## config.mk

```make
export PLATFORM = sky130hd
export DESIGN_NAME = ntt_pass_sequencer
export DESIGN_NICKNAME = d
export VERILOG_FILES = /design/src/rtl/ntt_pass_sequencer.sv
export SDC_FILE = /design/constraint.sdc
export NUM_CORES = 1
export LEC_CHECK = 0
export ABC_AREA = 1
export CAP_MARGIN = 20
export CORE_MARGIN = 3
export CORE_UTILIZATION = 52
export DETAILED_ROUTE_END_ITERATION = 7
export PLACE_DENSITY = 0.95
export REMOVE_ABC_BUFFERS = 1
export SLEW_MARGIN = 20
export SYNTH_ARGS = -nofsm -noshare
export SYNTH_HDL_FRONTEND = slang
export SYNTH_SLANG_ARGS = --single-unit
```

## constraint.sdc

```tcl
create_clock -name clk -period 8.2 [get_ports clk]
set_input_delay 0.82 -clock clk [delete_from_list [all_inputs] [get_ports clk]]
set_output_delay 0.82 -clock clk [all_outputs]
set_load 0.02 [all_outputs]
```

## src/rtl/ntt_pass_sequencer.sv

```systemverilog
// Splits one NTT job into LOG_E-stage passes and hands each to the NTT controller.
// Optional busy-cycle counter enabled by defining NTT_SEQ_PERF_EN.
module ntt_pass_sequencer #(
   parameter int LOG_N = 16,
   parameter int LOG_E = 3,
   parameter int FSIZE = 64
) (
   input  logic             clk,
   input  logic             rst,
   input  logic             req_valid,
   output logic             req_ready,
   input  logic [FSIZE-1:0] req_p,
   input  logic [LOG_E-1:0] req_diff_logN,
   output logic             job_done,
   output logic             job_err,
   output logic             start_NTT,
   output logic [FSIZE-1:0] p,
   output logic [LOG_E-1:0] NTT_levels,
   output logic [LOG_N-1:0] NTT_base_level,
   output logic [LOG_E-1:0] diff_logN,
   input  logic             NTT_working,
   output logic [LOG_N-1:0] pass_idx
`ifdef NTT_SEQ_PERF_EN
   ,
   output logic [31:0]      busy_cycles
`endif
);

   localparam logic [2:0] IDLE      = 3'd0;
   localparam logic [2:0] ISSUE     = 3'd1;
   localparam logic [2:0] WAIT_RISE = 3'd2;
   localparam logic [2:0] WAIT_FALL = 3'd3;
   localparam logic [2:0] NEXT      = 3'd4;

   logic [2:0]       state_q, state_d;
   logic [FSIZE-1:0] p_q, p_d;
   logic [LOG_E-1:0] diff_q, diff_d;
   logic [LOG_E-1:0] levels_q, levels_d;
   logic [LOG_N-1:0] base_q, base_d;
   logic [LOG_N-1:0] idx_q, idx_d;
   logic [LOG_N-1:0] last_q, last_d;
   logic             err_q, err_d;

   logic             accept;
   logic             bad_req;
   logic [LOG_N-1:0] l_len;
   logic [LOG_N-1:0] n_passes;
   logic [LOG_N-1:0] rem;
   logic [LOG_N-1:0] first_lv;

   assign accept  = req_valid && (state_q == IDLE);
   assign bad_req = 32'(req_diff_logN) >= 32'(LOG_N);

   // Pass count and first-pass depth: the short pass goes first so later passes are full width.
   always_comb begin
      l_len    = LOG_N'(LOG_N) - LOG_N'(req_diff_logN);
      n_passes = (l_len + LOG_N'(LOG_E - 1)) / LOG_N'(LOG_E);
      rem      = l_len % LOG_N'(LOG_E);
      first_lv = (rem == '0) ? LOG_N'(LOG_E) : rem;
   end

   always_comb begin
      state_d  = state_q;
      p_d      = p_q;
      diff_d   = diff_q;
      levels_d = levels_q;
      base_d   = base_q;
      idx_d    = idx_q;
      last_d   = last_q;
      err_d    = 1'b0;
      case (state_q)
         IDLE: begin
            if (accept) begin
               if (bad_req) begin
                  err_d = 1'b1;
               end else begin
                  p_d      = req_p;
                  diff_d   = req_diff_logN;
                  levels_d = LOG_E'(first_lv);
                  base_d   = '0;
                  idx_d    = '0;
                  last_d   = n_passes - LOG_N'(1);
                  state_d  = ISSUE;
               end
            end
         end
         ISSUE:     if (!NTT_working) state_d = WAIT_RISE;
         WAIT_RISE: if (NTT_working) state_d = WAIT_FALL;
         WAIT_FALL: if (!NTT_working) state_d = NEXT;
         NEXT: begin
            if (idx_q == last_q) begin
               state_d = IDLE;
            end else begin
               base_d   = base_q + LOG_N'(levels_q);
               levels_d = LOG_E'(LOG_E);
               idx_d    = idx_q + LOG_N'(1);
               state_d  = ISSUE;
            end
         end
         default: state_d = IDLE;
      endcase
   end

   always_ff @(posedge clk or posedge rst) begin
      if (rst) begin
         state_q  <= IDLE;
         p_q      <= '0;
         diff_q   <= '0;
         levels_q <= '0;
         base_q   <= '0;
         idx_q    <= '0;
         last_q   <= '0;
         err_q    <= 1'b0;
      end else begin
         state_q  <= state_d;
         p_q      <= p_d;
         diff_q   <= diff_d;
         levels_q <= levels_d;
         base_q   <= base_d;
         idx_q    <= idx_d;
         last_q   <= last_d;
         err_q    <= err_d;
      end
   end

   assign req_ready      = (state_q == IDLE);
   assign start_NTT      = (state_q == ISSUE) && !NTT_working;
   assign job_done       = (state_q == NEXT) && (idx_q == last_q);
   assign job_err        = err_q;
   assign p              = p_q;
   assign diff_logN      = diff_q;
   assign NTT_levels     = levels_q;
   assign NTT_base_level = base_q;
   assign pass_idx       = idx_q;

`ifdef NTT_SEQ_PERF_EN
   logic [31:0] busy_q;

   always_ff @(posedge clk or posedge rst) begin
      if (rst) begin
         busy_q <= '0;
      end else if (accept && !bad_req) begin
         busy_q <= '0;
      end else if ((state_q != IDLE) && (busy_q != '1)) begin
         busy_q <= busy_q + 32'd1;
      end
   end

   assign busy_cycles = busy_q;
`endif

endmodule

```

---- After elaboration in Yosys (flattened, before gate mapping) ----
Index checks and enable logic that the tools add are counted.
W data, S select, Z words.
cells by class
  add/subtract/negate cells ............... 5
  multiply operators ...................... 0
  divide/modulo/power cells ............... 2
  order comparisons ....................... 0
  eq/ne operators ......................... 10
  shifts and indexed selects .............. 0
  mux-type cells .......................... 15
  bitwise operators ....................... 0
  reductions and logical operators ........ 10
operator list
  kind                     number
  $pmux W16 S2             2
  $mux W16                 3
  $mux W3                  7
  $add A16 B1 Y16 const B  1
  $add A16 B3 Y16          1
  $div A16 B2 Y16 const B  1
  $eq A16 B16 Y1           1
  $logic_not A16 Y1        1
  $mod A16 B2 Y16 const B  1
  $sub A16 B1 Y16 const B  1
  $pmux W3 S5              1
  $ne A2 B2 Y1 const B     4
  $add A6 B3 Y7 const B    1
  $eq A3 B2 Y1 const B     2
  $pmux W3 S2              1
  $sub A5 B3 Y6 const A    1
  $reduce_and A4 Y1        1
  $eq A3 B1 Y1 const B     1
  $eq A3 B3 Y1 const B     1
  $logic_and A1 B1 Y1      3
  $logic_not A3 Y1         1
  $reduce_and A3 Y1        1
  $ne A2 B1 Y1 const B     1
  $reduce_and A2 Y1        1
  3 further kinds          3
word-level totals
  register bits ........................... 121
  bits in latches ......................... 0
  RAM bits ................................ 0
  memory bits (read-only) ................. 0
  input bits .............................. 71
  word-level logic and storage cells ...... 49
  memories ................................ 0

---- Depth between registers and ports, before layout ----
Gate-level depths: netlist of run 1.
  depth after elaboration ................. 6
  mapped depth ............................ 34
  depth with buffers taken out ............ 34

---- Worst setup path after synthesis of run 1 ----
OpenSTA, ideal clock, no wires.
  path type ............................... input -> register
  from .................................... input port req_diff_logN[0]
  to ...................................... register last_q[4]
  library setup time ...................... 0.083 ns
  arrival time ............................ 4.620 ns
  data required time ...................... 8.117 ns
  path slack .............................. 3.498 ns
  cell stages on the path ................. 29
  cells stage by stage .................... inv_2 ha_1 ha_1 ha_1 nand2_4 o21bai_1 ha_1 o31ai_2 nand3_2 nand3_2 nand3_2 nand2_1 nand2_1 inv_1 ha_1 inv_1 nand3_2 nor2_4 nand2_1 nor2_2 nor2_1 nor2_4 nand2_2 inv_2 ha_1 nand2_1 nor2_1 ha_1 o21ai_0
on the way
  cells in the longest elaborated chain, start to end .. 4
ends and longest elaborated chain
  item                    line  text
  start: declaration      13    input logic [LOG_E-1:0] req_diff_logN,
  $sub A5 B3 Y6           56    l_len = LOG_N'(LOG_N) - LOG_N'(req_diff_logN);
  $add A6 B3 Y7           57    n_passes = (l_len + LOG_N'(LOG_E - 1)) / LOG_N'(LOG_E);
  $div A16 B2 Y16         57
  $sub A16 B1 Y16         82    last_d = n_passes - LOG_N'(1);
  end signal: assignment  121   last_q <= last_d;
  end: declaration        41    logic [LOG_N-1:0] last_q, last_d;
No other way between the ends.
A chain may end at the register's enable or synchronous reset.

---- Worst setup path after layout of run 1 ----
Ends and elaborated chain as after synthesis.

==> impl_metrics.json, run 1 <==
{
  "port_buffers": 175,
  "seq_power_share_pct": 30.8,
  "multi_input_area_um2": 2755,
  "clock_sinks": 114,
  "dp_cells": 1042,
  "status": "finished, final reports clean",
  "seq_area_um2": 2853,
  "synth_top_family_by_area": "simple AND/OR/NAND/NOR gates",
  "fmax_mhz": 182.6,
  "synth_top_area_cell": "dfrtp_1",
  "power.density_nw_per_um2": 334.5,
  "clk_pin_slew_worst_paths_ns": 0.05,
  "area_growth_pct": 42.42,
  "vias": 5710,
  "cts_tree": "built",
  "drive_above_1_share_pct": 8.351,
  "maxCapViolations": 0,
  "cp-end-kind": "register",
  "drt_iter0_markers": 587,
  "grt-ovfl-total": 0,
  "start_util_pct": 54.09,
  "slowest_stage": "clkdlybuf4s50_1",
  "postLayoutCellArea_um2": 8461,
  "holdWs_ns": 0.4753,
  "cp_common_cell": "nand2_1",
  "muxShareOfSynthArea_pct": 0.1685,
  "startpoint_type": "primary input",
  "synth_cells": 745,
  "tightest_slew_ns": 0.9569,
  "required_ns": 8.51,
  "yosys-top-cells-area": "dfrtp_1 48%, nand2_1 18%, ha_1 4.0%, inv_1 3.5%, nor2_1 3.1%",
  "synth_compound_gate_area_share_pct": 8.930,
  "grt_pass1_wl_um": 26370,
  "io_pins": 177,
  "path_max_fanout": 11,
  "min_path_cells": 2,
  "final_cells": 1074,
  "synth-adder-area-share_pct": 4.339,
  "cts_hold_buf": 0,
  "setup_violations": 0,
  "dieHeight_um": 112.9,
  "syn_avg_cell_area_um2": 7.974,
  "viasPerCell": 5.317,
  "pwr-share-clk_pct": 28.3,
  "hpwl_um": 10950,
  "gp_congestion": 0.8588,
  "core_area_um2": 10980,
  "synth_flop_cell": "dfrtp_1",
  "antenna_left": 0,
  "final-max-slew-violation-count": 0,
  "grt_antenna_before_repair": 0,
  "yosys.area_share.simple_pct": 31.66,
  "p_comb_share_pct": 40.9,
  "nNetsFinal": 1012,
  "ys_ff_latch": 114,
  "grt_start_max_net_pins": 94,
  "drt_wl_total_um": 16140,
  "synthArstFlopShare_pct": 100.0,
  "power.switching_mw": 1.035,
  "yosys.area_share.xor_xnor_pct": 1.179,
  "grt_usage_pct": 25.56,
  "p_total_mw": 2.830,
  "firstDrtPassIters": 5,
  "final.setup.tns_ns": 0,
  "switching_share_pct": 36.56,
  "slew_headroom_pct": 36.21,
  "netlist_area_um2": 5941,
  "cts_resized": 0,
  "worstSkewPairLatency_ns": 0.40,
  "synth_edf_count": 0,
  "die_w_um": 112.9,
  "skew_ns": 0.008604,
  "ctsLongestPathBuffers": 2,
  "ys_warn_count": 0,
  "routedWlPerCell_um": 15.03,
  "critPathKind": "in2reg",
  "synth_top_area_share_pct": 48.02,
  "min_path_type": "reg2reg",
  "cp.arrival_ns": 5.79,
  "critPathMaxStageDelay_ns": 0.56,
  "period_needed_ns": 5.475,
  "root_buffer": "clkbuf_16",
  "ir_drop_mv": 0.2668,
  "intPower_mw": 1.795,
  "diodes": 0,
  "leakage_nw": 4.068,
  "htreeDepth": 4,
  "cts_setup_buffers": 0,
  "numCtsBuffers": 17,
  "rsz0062_at_grt": "no",
  "fin_crit_sh_pct": 66.77,
  "hold_violations": 0,
  "dieArea_um2": 12740,
  "ys_types": 52,
  "fillers": 726,
  "post_dp_cell_area_um2": 7811,
  "rows": 38,
  "grt_pass1_vias": 5530,
  "rr_worst_depth": 13,
  "ys_seq_area_share_pct": 48.02,
  "drc": 0
}
==> final timing paths <==
kind | start | end | slack, ns
setup / recovery | req_diff_logN[0] | last_q[4]$_DFFE_PP0P_ | 2.72
hold / removal | p[37]$_DFFE_PP0P_ | p[37]$_DFFE_PP0P_ | 0.48
setup reg to reg | state_q[0]$_DFFE_PP0P_ | NTT_base_level[9]$_DFFE_PP0P_ | 4.95
hold reg to reg | p[37]$_DFFE_PP0P_ | p[37]$_DFFE_PP0P_ | 0.48
max in group asynchronous | rst | p[21]$_DFFE_PP0P_ | 6.08
min in group asynchronous | rst | p[25]$_DFFE_PP0P_ | 0.82
==> worst max-delay path: cells and delay by family <==
kind	cells	cell delay [ns]
and+or+nand+nor	18	1.67
adders and majority gates	6	1.58
buffers and inverters	6	0.99
AOI/OAI and AO/OA	3	0.72
==> through the flow <==
step                setup slack, ns  utilization, %
CTS                           2.750           77.03
floorplan                     3.445               -
global route                  2.277           77.03
detailed placement            2.336           71.12
finish                        2.725           77.03
global placement              2.651           71.12
==> cell usage in the layout, fill, tap and decap left out, types with 5 or more instances in the layout <==
cell,synthesis,final
a21oi_1,31,31
clkbuf_16,0,17
clkbuf_8,0,5
clkdlybuf4s50_1,0,175
dfrtp_1,114,114
ha_1,19,19
inv_1,56,55
inv_2,7,7
nand2_1,280,279
nand2_2,8,9
nand3_1,27,27
nand3_2,6,6
nand4_1,14,14
nor2_1,49,49
nor3_1,19,19
o21a_1,8,8
o21ai_0,24,24
xor2_1,5,5
==> cells in the mapped netlist (2+ instances only) <==
cell,number
nand2_1,280
dfrtp_1,114
inv_1,56
nor2_1,49
a21oi_1,31
nand3_1,27
o21ai_0,24
ha_1,19
nor3_1,19
clkbuf_1,18
nand4_1,14
nand2_2,8
o21a_1,8
inv_2,7
nand3_2,6
xor2_1,5
a31oi_1,4
nand2_4,4
o22ai_1,4
nor2_2,3
nor2_4,3
nor3b_1,3
nor4_1,3
o21ai_1,3
xnor2_1,3
a211oi_1,2
o21bai_1,2
or2_2,2
==> registers in the layout, summed over array words and instances (netlist names) <==
| signal | count |
|---|---|
| NTT_base_level | 16 |
| NTT_levels | 3 |
| diff_logN | 3 |
| last_q | 9 |
| p | 64 |
| pass_idx | 16 |
| state_q | 3 |
==> area by class of cell <==
class | count | area share (%)
flip-flops and latches | 114 | 33.72
repair buffers | 178 | 20.97
multi-input cells | 544 | 32.56
well taps | 140 | 2.070
clock buffers | 24 | 5.930
inverters | 66 | 3.002
clock inverters | 8 | 1.745
==> power groups by stage <==
stage / Sequential (mW) / Clock, mW / Combinational, mW
2_1_floorplan: 1.07 / 0 / 0.442
3_3_place_gp: 0.862 / 0 / 1.13
3_5_place_dp: 0.869 / 0 / 1.15
4_1_cts: 0.869 / 0.808 / 1.17
5_1_grt: 0.894 / 0.832 / 1.26
6_report: 0.871 / 0.802 / 1.16
==> cells by family (layout without fill, tap and decap cells) <==
logic type                 after synthesis  in the layout
and+or+nand+nor                        426            426
DFF                                    114            114
AOI/OAI and AO/OA                       88             88
buffers and inverters                   87            276
adders and majority gates               20             20
xor gates and xnor gates                 8              8
other                                    1              1
muxes                                    1              1
==> layer usage <==
metal / vias to the layer above / global-route usage, % / part of all wire, %
li1: 2751 / - / -
met3: 29 / 6.310 / 6.1
met4: 0 / 8.413 / 2.0
met2: 217 / 44.08 / 51
met5: - / 0 / 0
met1: 2713 / 31.53 / 41
No activity file was read; power rests on OpenSTA's default activity.
==> run 2, diff against run 1 <==
--- a/config.mk
+++ b/config.mk
@@ -8,9 +8,9 @@
 export ABC_AREA = 1
 export CAP_MARGIN = 20
 export CORE_MARGIN = 3
-export CORE_UTILIZATION = 52
+export CORE_UTILIZATION = 48
 export DETAILED_ROUTE_END_ITERATION = 7
-export PLACE_DENSITY = 0.95
+export PLACE_DENSITY = 0.91
 export REMOVE_ABC_BUFFERS = 1
 export SLEW_MARGIN = 20
 export SYNTH_ARGS = -nofsm -noshare
==> constraint.sdc (replaced) <==
create_clock -name clk -period 5.71 [get_ports clk]
set_input_delay 0.571 -clock clk [delete_from_list [all_inputs] [get_ports clk]]
set_output_delay 0.571 -clock clk [all_outputs]
set_load 0.02 [all_outputs]
==> run 2 against run 1 <==
Effect of this change:
- clock power rose by 40%
- first-iteration DRC count fell by 9.9%
- count of clock-buffer cells in the layout fell by 2
- core utilization fell by 6.8 points
- combinational power rose by 44%
- wire length rose by 2.6%
- die area rose by 7.9%
- non-clock buffer count did not move
==> impl_metrics.json, run 2 (synthesis gave the netlist of run 1 again) <==
{
  "grt_pass1_vias": 5496,
  "startpoint_type": "primary input",
  "hpwl_um": 11280,
  "grt_start_max_net_pins": 78,
  "die_w_um": 117.3,
  "period_needed_ns": 5.174,
  "power.density_nw_per_um2": 476.9,
  "hold_violations": 0,
  "final-max-slew-violation-count": 0,
  "cts_setup_buffers": 0,
  "final_cell_mix": "279 x nand2_1, 175 x clkdlybuf4s50_1, 114 x dfrtp_1",
  "vias": 5704,
  "cts_hold_buf": 0,
  "drt_wl_total_um": 16560,
  "gp_congestion": 0.8793,
  "htreeDepth": 4,
  "cts_resized": 0,
  "io_pins": 177,
  "slew_headroom_pct": 38.77,
  "final.setup.tns_ns": 0,
  "min_path_type": "reg2reg",
  "cp-end-kind": "register",
  "final_common_cell": "nand2_1",
  "tightest_slew_ns": 0.9184,
  "dieArea_um2": 13750,
  "fillers": 890,
  "crit_family": "simple AND/OR/NAND/NOR gates",
  "setup_violations": 0,
  "status": "finished, final reports clean",
  "grt_antenna_before_repair": 0,
  "drive_above_1_share_pct": 8.244,
  "cp_common_cell": "nand2_1",
  "critPathMaxStageDelay_ns": 0.55,
  "leakage_nw": 4.063,
  "clock_sinks": 114,
  "p_total_mw": 4.038,
  "cp.arrival_ns": 5.48,
  "root_buffer": "clkbuf_16",
  "grt_usage_pct": 23.76,
  "drc": 0,
  "rsz0062_at_grt": "no",
  "area_growth_pct": 42.52,
  "port_buffers": 175,
  "core_area_um2": 12060,
  "worst-path-buf-inv": 6,
  "path_max_fanout": 11,
  "critPathKind": "in2reg",
  "cts_tree": "built",
  "grt-ovfl-total": 0,
  "fin_crit_sh_pct": 90.62,
  "ir_drop_mv": 0.2932,
  "start_util_pct": 49.25,
  "worstSkewPairLatency_ns": 0.41,
  "firstDrtPassIters": 7,
  "drt_iter0_markers": 529,
  "clk_pin_slew_worst_paths_ns": 0.05,
  "rows": 40,
  "required_ns": 6.01,
  "diodes": 0,
  "routedWlPerCell_um": 15.03,
  "dieHeight_um": 117.3,
  "maxCapViolations": 0,
  "viasPerCell": 5.176,
  "slowest_stage": "clkdlybuf4s50_1",
  "antenna_left": 0,
  "numCtsBuffers": 17,
  "grt_pass1_wl_um": 25790,
  "fmax_mhz": 193.3,
  "nNetsFinal": 1012,
  "largest_register_ffs": 64,
  "skew_ns": 0.007882,
  "ctsLongestPathBuffers": 2
}
-- run 2: cell count changes in the layout (fill, tap and decap cells not counted) --
cell | previous run | this run
clkinv_2 | 2 | 5
clkinv_4 | 0 | 1
clkbuf_1 | 2 | 3
clkinvlp_4 | 3 | 1
clkbuf_8 | 5 | 2
-- run 2: final cells by class --
class | instances | area, um^2 | area share, %
flip-flops and latches | 114 | 2853 | 33.69
multi-input cells | 544 | 2755 | 32.54
repair buffers | 178 | 1774 | 20.95
clock buffers | 22 | 464.2 | 5.482
inverters | 66 | 254.0 | 3.000
well taps | 168 | 210.2 | 2.483
clock inverters | 10 | 156.4 | 1.847
-- run 2: tightest hold or removal path, delay by kind of cell (launching register included) --
kind	cells	cell delay (ns)
simple gates	2	0.11
flops	1	0.34
-- run 2: path summary, 6_finish.rpt --
kind,startpoint,endpoint,slack [ns],cells after the start
setup / recovery,req_diff_logN[0],last_q[4]$_DFFE_PP0P_,0.54,33
hold / removal,p[4]$_DFFE_PP0P_,p[4]$_DFFE_PP0P_,0.48,2
setup reg to reg,state_q[1]$_DFFE_PP0P_,NTT_base_level[11]$_DFFE_PP0P_,2.41,12
hold reg to reg,p[4]$_DFFE_PP0P_,p[4]$_DFFE_PP0P_,0.48,2
max in group asynchronous,rst,NTT_base_level[1]$_DFFE_PP0P_,3.96,3
min in group asynchronous,rst,p[18]$_DFFE_PP0P_,0.72,2
-- run 2: power by group --
part / switching, mW / internal, mW
clock: 0.369 / 0.750
combinational: 0.959 / 0.714
sequential: 0.169 / 1.08
-- run 2: stage by stage --
step,setup slack (ns),hold slack (ns),std cells,area (um^2),util [%]
finish,0.5359,0.4779,1102,8467,70.20
global route,0.1003,0.4977,1102,8467,70.20
CTS,0.5948,0.4791,1102,8467,70.20
detailed placement,0.1659,0.4645,1070,7846,65.05
global placement,0.4160,0.4602,1070,7846,65.05
floorplan,1.204,0.4547,724,5857,-
-- run 2: layer usage --
| layer | global-route usage (%) | share of wire, % | vias to the layer above |
|---|---|---|---|
| li1 | - | - | 2752 |
| met1 | 29.12 | 40 | 2704 |
| met2 | 40.31 | 51 | 212 |
| met3 | 6.015 | 6.1 | 36 |
| met4 | 9.098 | 2.2 | 0 |
| met5 | 0 | 0 | - |
==> run 3, diff against run 2 <==
--- a/config.mk
+++ b/config.mk
@@ -11,6 +11,7 @@
 export CORE_UTILIZATION = 48
 export DETAILED_ROUTE_END_ITERATION = 7
 export PLACE_DENSITY = 0.91
+export RECOVER_POWER = 50
 export REMOVE_ABC_BUFFERS = 1
 export SLEW_MARGIN = 20
 export SYNTH_ARGS = -nofsm -noshare
==> run 3 against run 2 <==
Effect of this change:
- register-to-register slack got worse by 0.55 ns
- non-clock buffer count did not move
- first-iteration DRC count increased by 4.0%
- wire length about the same
- sequential share of layout area hardly changed
- global-route usage unchanged
- sequential power about the same
- total power is 2.1% lower
- sequential cell count stayed put
- the run now ends with max-capacitance violations, max-slew violations left
- setup slack better by 0.00069 ns
- maximum frequency hardly changed
- largest cell class unchanged
==> impl_metrics.json, run 3 (synthesis gave the netlist of run 1 again) <==
{
  "holdWs_ns": 0.4723,
  "period_needed_ns": 5.173,
  "fin_crit_sh_pct": 90.60,
  "dieHeight_um": 117.3,
  "final_common_cell": "nand2_1",
  "cts_setup_buffers": 0,
  "maxCapViolations": 2,
  "grt_start_max_net_pins": 78,
  "startpoint_type": "primary input",
  "min_path_type": "reg2reg",
  "required_ns": 6.00,
  "viasPerCell": 5.168,
  "htreeDepth": 4,
  "leakage_nw": 4.169,
  "dieArea_um2": 13750,
  "setup_violations": 0,
  "tightest_slew_ns": 3.277,
  "core_area_um2": 12060,
  "die_w_um": 117.3,
  "root_buffer": "clkbuf_16",
  "final.setup.tns_ns": 0,
  "fmax_mhz": 193.3,
  "io_pins": 177,
  "grt_pass1_wl_um": 25790,
  "worstSkewPairLatency_ns": 0.41,
  "rows": 40,
  "clock_sinks": 114,
  "post_dp_cell_area_um2": 7846,
  "drive_above_1_share_pct": 8.030,
  "antenna_left": 0,
  "clk_pin_slew_worst_paths_ns": 0.05,
  "slowest_stage": "clkdlybuf4s50_1",
  "nNetsFinal": 1012,
  "postLayoutCellArea_um2": 8459,
  "critPathKind": "in2reg",
  "ir_drop_mv": 0.2877,
  "cts_resized": 0,
  "numCtsBuffers": 17,
  "firstDrtPassIters": 5,
  "fillers": 894,
  "power.density_nw_per_um2": 467.2,
  "grt-ovfl-total": 0,
  "area_growth_pct": 42.40,
  "grt_antenna_before_repair": 0,
  "drt_iter0_markers": 550,
  "grt_usage_pct": 23.76,
  "hold_violations": 0,
  "critPathMaxStageDelay_ns": 0.55,
  "routedWlPerCell_um": 15.02,
  "cts_tree": "built",
  "largest_register_ffs": 64,
  "hpwl_um": 11280,
  "slew_headroom_pct": -119.6,
  "path_max_fanout": 11,
  "p_total_mw": 3.952,
  "drt_wl_total_um": 16550,
  "port_buffers": 175,
  "cp-end-kind": "register",
  "skew_ns": 0.008162,
  "final_cell_mix": "280 x nand2_1, 114 x dfrtp_1, 102 x clkdlybuf4s50_1",
  "drc": 0,
  "grt_pass1_vias": 5496,
  "cp.arrival_ns": 5.46,
  "gp_congestion": 0.8793,
  "rsz0062_at_grt": "no",
  "cp_common_cell": "nand2_1",
  "vias": 5695,
  "violations": "max-capacitance violations, max-slew violations",
  "cts_hold_buf": 0,
  "final-max-slew-violation-count": 117,
  "ctsLongestPathBuffers": 2,
  "status": "finished, violations left",
  "diodes": 0,
  "start_util_pct": 49.25
}
run 3: worst max-delay path, delay by kind of cell:
kind,cells,cell delay [ns]
buffers and inverters,6,0.96
adders and majority gates,6,1.55
and+or+nand+nor,18,1.64
AOI/OAI and AO/OA,3,0.72
run 3: routing by layer:
layer | vias up | track usage (%) | routed length [um] | part of all wire (%)
met1 | 2691 | 29.12 | 6739 | 41
met2 | 214 | 40.31 | 8472 | 51
li1 | 2756 | - | - | -
met4 | 0 | 9.098 | 320 | 1.9
met5 | - | 0 | 0 | 0
met3 | 34 | 6.015 | 1015 | 6.1
run 3: stage by stage:
stage               instances  setup WS (ns)  util, %
finish                   1102         0.5366    70.13
global route             1102        0.08150    70.13
CTS                      1102         0.5948    70.20
detailed placement       1070         0.1659    65.05
global placement         1070         0.4160    65.05
floorplan                 724          1.204        -
run 3: layout make-up:
class / instances / area, um^2 / area share (%)
clock inverter: 10 / 156.4 / 1.849
multi-input combinational: 544 / 2753 / 32.54
tap: 168 / 210.2 / 2.485
sequential: 114 / 2853 / 33.72
clock buffer: 22 / 464.2 / 5.487
inverter: 66 / 252.7 / 2.988
timing repair buffer: 178 / 1770 / 20.93
run 3: path summary, 6_finish.rpt:
path / depth (start not counted) / slack [ns] / from / end
max in group asynchronous: 3 / 1.29 / rst / NTT_base_level[2]$_DFFE_PP0P_
max reg2reg: 12 / 1.86 / state_q[1]$_DFFE_PP0P_ / NTT_base_level[11]$_DFFE_PP0P_
min reg2reg: 2 / 0.47 / p[13]$_DFFE_PP0P_ / p[13]$_DFFE_PP0P_
min: 2 / 0.47 / p[13]$_DFFE_PP0P_ / p[13]$_DFFE_PP0P_
max: 33 / 0.54 / req_diff_logN[0] / last_q[4]$_DFFE_PP0P_
min in group asynchronous: 2 / 1.57 / rst / p[24]$_DFFE_PP0P_
run 3: power by group:
part | total (mW) | switching [mW] | internal [mW]
Sequential | 1.24 | 0.159 | 1.08
Clock | 1.12 | 0.370 | 0.750
Combinational | 1.60 | 0.959 | 0.637
